--- config.mk ---
export PLATFORM = sky130hd
export DESIGN_NAME = fetch_stage
export DESIGN_NICKNAME = d
export VERILOG_FILES = /design/src/rtl/fetch_stage.sv
export SDC_FILE = /design/constraint.sdc
export NUM_CORES = 1
export LEC_CHECK = 0
export CAP_MARGIN = 15
export CORE_MARGIN = 4
export CORE_UTILIZATION = 36
export DETAILED_ROUTE_END_ITERATION = 8
export GPL_TIMING_DRIVEN = 0
export PLACE_DENSITY_LB_ADDON = 0.2
export SKIP_LAST_GASP = 1
export SLEW_MARGIN = 20
export SYNTH_ARGS = -nofsm -noshare
export SYNTH_HDL_FRONTEND = slang
export SYNTH_SLANG_ARGS = --single-unit
export TNS_END_PERCENT = 20
--- constraint.sdc ---
create_clock -name clk -period 1.35 [get_ports clk]
set_input_delay 0.27 -clock clk [delete_from_list [all_inputs] [get_ports clk]]
set_output_delay 0.27 -clock clk [all_outputs]
set_load 0.005 [all_outputs]
--- src/rtl/fetch_stage.sv ---
// Instruction fetch stage: reads one ROM word per fetch at the current PC,
// splits it into opcode/operand, holds it under a valid/ready handshake and
// drives the program counter's increment and load strobes. A jump always
// wins: it flushes the fetch in flight and reloads the counter.
module fetch_stage #(
  parameter int ADDR_W      = 12,
  parameter int DATA_W      = 8,
  parameter int ROM_LATENCY = 1
) (
  input  logic                clk,
  input  logic                reset,
  input  logic                run,
  input  logic [ADDR_W-1:0]   pc,
  output logic                pc_en,
  output logic                pc_load,
  output logic [ADDR_W-1:0]   pc_load_val,
  output logic                rom_en,
  output logic [ADDR_W-1:0]   rom_addr,
  input  logic [DATA_W-1:0]   rom_data,
  output logic [DATA_W/2-1:0] instr,
  output logic [DATA_W/2-1:0] oprnd,
  output logic [ADDR_W-1:0]   fetch_pc,
  output logic                instr_valid,
  input  logic                instr_ready,
  input  logic                jmp,
  input  logic [ADDR_W-1:0]   jmp_addr
);

  localparam int HALF_W = DATA_W / 2;
  localparam int CNT_W  = (ROM_LATENCY > 1) ? $clog2(ROM_LATENCY) : 1;
  localparam logic [CNT_W-1:0] LAT_M1 = CNT_W'(ROM_LATENCY - 1);

  typedef enum logic [2:0] {
    ST_IDLE  = 3'd0,
    ST_REQ   = 3'd1,
    ST_WAIT  = 3'd2,
    ST_HOLD  = 3'd3,
    ST_FLUSH = 3'd4
  } state_t;

  state_t              state_q, state_d;
  logic [CNT_W-1:0]    cnt_q, cnt_d;
  logic [ADDR_W-1:0]   pend_q, pend_d;
  logic [HALF_W-1:0]   instr_q, instr_d;
  logic [HALF_W-1:0]   oprnd_q, oprnd_d;
  logic [ADDR_W-1:0]   fetch_pc_q, fetch_pc_d;
  logic                valid_q, valid_d;
  logic                pc_en_q, pc_en_d;
  logic                pc_load_q, pc_load_d;
  logic [ADDR_W-1:0]   pc_load_val_q, pc_load_val_d;
  logic                rom_en_q, rom_en_d;

  // Next-state and registered-output decode; a jump pre-empts every other action.
  always_comb begin
    state_d       = state_q;
    cnt_d         = cnt_q;
    pend_d        = pend_q;
    instr_d       = instr_q;
    oprnd_d       = oprnd_q;
    fetch_pc_d    = fetch_pc_q;
    valid_d       = valid_q;
    pc_en_d       = 1'b0;
    pc_load_d     = 1'b0;
    pc_load_val_d = '0;
    rom_en_d      = 1'b0;

    if (jmp) begin
      state_d       = ST_FLUSH;
      valid_d       = 1'b0;
      pc_load_d     = 1'b1;
      pc_load_val_d = jmp_addr;
    end else begin
      case (state_q)
        ST_IDLE: begin
          if (run) begin
            state_d  = ST_REQ;
            rom_en_d = 1'b1;
          end else begin
            state_d = ST_IDLE;
          end
        end
        ST_REQ: begin
          pend_d  = pc;
          cnt_d   = LAT_M1;
          state_d = ST_WAIT;
        end
        ST_WAIT: begin
          if (cnt_q != '0) begin
            cnt_d = cnt_q - CNT_W'(1);
          end else begin
            instr_d    = rom_data[DATA_W-1:HALF_W];
            oprnd_d    = rom_data[HALF_W-1:0];
            fetch_pc_d = pend_q;
            valid_d    = 1'b1;
            pc_en_d    = 1'b1;
            state_d    = ST_HOLD;
          end
        end
        ST_HOLD: begin
          if (valid_q && instr_ready) begin
            valid_d = 1'b0;
            if (run) begin
              state_d  = ST_REQ;
              rom_en_d = 1'b1;
            end else begin
              state_d = ST_IDLE;
            end
          end else begin
            state_d = ST_HOLD;
          end
        end
        ST_FLUSH: begin
          if (run) begin
            state_d  = ST_REQ;
            rom_en_d = 1'b1;
          end else begin
            state_d = ST_IDLE;
          end
        end
        default: begin
          state_d = ST_IDLE;
          valid_d = 1'b0;
        end
      endcase
    end
  end

  // State and output registers with synchronous reset.
  always_ff @(posedge clk) begin
    if (reset) begin
      state_q       <= ST_IDLE;
      cnt_q         <= '0;
      pend_q        <= '0;
      instr_q       <= '0;
      oprnd_q       <= '0;
      fetch_pc_q    <= '0;
      valid_q       <= 1'b0;
      pc_en_q       <= 1'b0;
      pc_load_q     <= 1'b0;
      pc_load_val_q <= '0;
      rom_en_q      <= 1'b0;
    end else begin
      state_q       <= state_d;
      cnt_q         <= cnt_d;
      pend_q        <= pend_d;
      instr_q       <= instr_d;
      oprnd_q       <= oprnd_d;
      fetch_pc_q    <= fetch_pc_d;
      valid_q       <= valid_d;
      pc_en_q       <= pc_en_d;
      pc_load_q     <= pc_load_d;
      pc_load_val_q <= pc_load_val_d;
      rom_en_q      <= rom_en_d;
    end
  end

  assign pc_en       = pc_en_q;
  assign pc_load     = pc_load_q;
  assign pc_load_val = pc_load_val_q;
  assign rom_en      = rom_en_q;
  // The ROM address follows the counter directly, gated to zero outside REQ.
  assign rom_addr    = rom_en_q ? pc : '0;
  assign instr       = instr_q;
  assign oprnd       = oprnd_q;
  assign fetch_pc    = fetch_pc_q;
  assign instr_valid = valid_q;

endmodule

==> metrics.txt <==
Cells after Synth=207; Tmin final=1.456 ns; Post-route DRC=0; final setup vio count=71; overall routing resource usage=15.33%; post-synth cell types=23; most common cell in the netlist=nand2_1; sequential-to-total area share from yosys stat=56.38%; Die Ht=78.23 um; first-pass GRT wire length=7431 um; layout cells sized above 1=21.34%; dominant cells by area after synthesis=dfxtp_1 (56%), nand2_1 (14%), a21oi_1 (9.6%), and2_1 (8.5%), buf_2 (1.4%); post-detailed-placement half-perimeter wirelength=3177 um; Avg WL per Cell=12.43 um; Crit Path Class=register to register; Die Area=6119 sq um; Inserted Diodes=0; Final Util=63.68%; initial core utilization=37.34%; RSZ-0062 raised after global routing=true; Warnings, synthesis=0; Critical Path RT=1.52 ns; CTS tree=yes; Post-Route Skew=0.007366 ns; worst min-delay path startpoint=reset; die span in x=78.23 um; CTS clk-pin slew, worst paths=0.08 ns; status=finished with violations; Hold Crit Class=input port to register; Final Max Slew Viols=0; Synth top area share=56.38%; Critical Path AT=1.62 ns; H-tree depth=2; ys async rst share=0%; dominant cell type by area after synthesis=dfxtp_1; fin crit share=107.8%; cells on worst reg2reg path=5; core footprint=4755 sq um; setup tns final=-3.097 ns; cell area after synthesis=1775 sq um; final hold violation count=0; vias in the first global route=1633; Peak VDD IR=0.7728 mV; TritonCTS Sinks=50; crit start category=register; # IOs=85; row count=25; 1st-pass router iterations=4; ys flop type=dfxtp_1; largest net degree at the start of global routing=16; normalized max-slew margin=60.76%; synthesized flop and latch total=50; CTS Root Cell=clkbuf_8; Leak Pwr=1.170 nW; hold worst-path end=pend_q[8]$_SDFFE_PP0P_; Routability Congestion=0.7745; worst slew pin tran=0.5886 ns; Setup crit end kind=register; Syn Nets=244; initial antenna violation count=0; CTS Buffer Depth=2; failing checks=negative setup slack; final antenna-violating net count=0; final setup margin=-0.1058 ns; setup slack, reg-to-reg=-0.11 ns; Via-to-Cell Ratio=4.501; via count=1715; nets=350; PwrDens=932.5 nW/um^2; RR Endpoint=pend_q[9]$_SDFFE_PP0P_; fillers=430; Fmax=686.9 MHz; register area=1012 sq um; First DRT Iteration DRCs=46; global route total overflow=0; # port buffers=83; worst-skew pair later-pin latency=0.30 ns; max_cap viols=0; WHS Path Cells=2; final wirelength=4734 um; top cells by count, synth=nand2_1 (66), dfxtp_1 (50), a21oi_1 (34); synth-to-layout area growth=70.54%; Post-synth EDFFs=0; area occupied by multi-input gates=763.2 sq um; Mean Syn Cell Area=8.577 sq um; CP max FO=7; reg2reg start=state_q[1]$_SDFF_PP0_; cts bufs inserted=5
through the flow:
step | hold WS [ns] | cells | setup WS, ns | instance area, sq um | power (W)
6_report | 0.3826 | 381 | -0.1058 | 3028 | 0.002823
5_1_grt | 0.3963 | 381 | -0.1488 | 3028 | 0.002951
4_1_cts | 0.3568 | 375 | -0.1427 | 2899 | 0.002830
3_5_place_dp | 0.4422 | 357 | -0.5342 | 2690 | 0.001805
3_3_place_gp | 0.4377 | 357 | -0.5204 | 2690 | 0.001802
2_1_floorplan | 0.3917 | 207 | 0.007230 | 1775 | 0.001619
state kept, by name (all words and copies together) (netlist names), 3 cells and up:
register,count
fetch_pc,12
instr,4
oprnd,4
pc_load_val,12
pend_q,12
state_q,3
cell families after synthesis:
family,Yosys count,synth area share [%]
and+or+nand+nor,106,28.61
DFF,50,56.38
buffers and inverters,14,4.157
AOI/OAI and AO/OA,37,10.85
placed cells by master (no fill, tap or decap), types with 2 or more instances in the layout:
cell and count:
dlymetal6s2s_1 2, nor2_1 5, dlygate4sd2_1 3, buf_8 3, clkbuf_1 6, a21oi_2 6, buf_2 12, buf_6 3
clkbuf_8 5, clkdlybuf4s50_1 66, nand2_1 59, and2_1 23, buf_4 15, or4b_4 2, nand2_2 5, dfxtp_4 2
dfxtp_2 3, nor4b_2 2, a21oi_1 28, nand2_4 2, dfxtp_1 45
power by group:
part | leakage, nW | internal [W] | total (W) | switching (W)
clock | 0.0514 | 0.000553 | 0.00103 | 0.000473
combinational | 0.711 | 0.000185 | 0.000286 | 0.000101
sequential | 0.408 | 0.00150 | 0.00151 | 0.0000120
total | 1.17 | 0.00224 | 0.00282 | 0.000586
per-layer routing:
layer	GRT usage, %	share of wire [%]	wire length, um
met4	4.720	0.82	39
met1	17.99	41	1923
met3	4.472	6.3	300
met2	26.88	52	2471
met5	0	0	0
worst max path at each step:
stage | start | endpoint | slack (ns) | cells past startpoint
3_5_place_dp | jmp | fetch_pc[3]$_SDFFE_PP0P_ | -0.53 | 5
5_1_grt | fetch_pc[8]$_SDFFE_PP0P_ | fetch_pc[8] | -0.15 | 1
3_3_place_gp | jmp | fetch_pc[1]$_SDFFE_PP0P_ | -0.52 | 5
6_report | state_q[1]$_SDFF_PP0_ | pend_q[9]$_SDFFE_PP0P_ | -0.11 | 5
4_1_cts | rom_en$_SDFF_PP0_ | rom_addr[5] | -0.14 | 4
2_1_floorplan | state_q[1]$_SDFF_PP0_ | pend_q[0]$_SDFFE_PP0P_ | 0.007 | 5
layout make-up:
cell class                 count  share of cell area [%]
sequential                    50                   33.43
timing repair buffer          99                   31.24
multi-input combinational    143                   25.21
buffer                        13                   3.595
tap                           67                   2.769
clock buffer                   6                   2.397
clock inverter                 2                   1.240
inverter                       1                  0.1240
critical path, cell delays in order (launching register included):
cell       delay (ns)
dfxtp_2          0.33
buf_6            0.12
or4b_4           0.56
clkbuf_16        0.18
nand2_1          0.08
a21oi_2          0.05
timing repair:
item	4_1_cts	5_1_grt
cloned	2	1
pin swaps	3	6
hold buffers	0	0
setup buffers	8	5
setup endpoints to repair	88	75
resized for setup	65	29
Note: power is estimated with default switching activity, not from simulation.
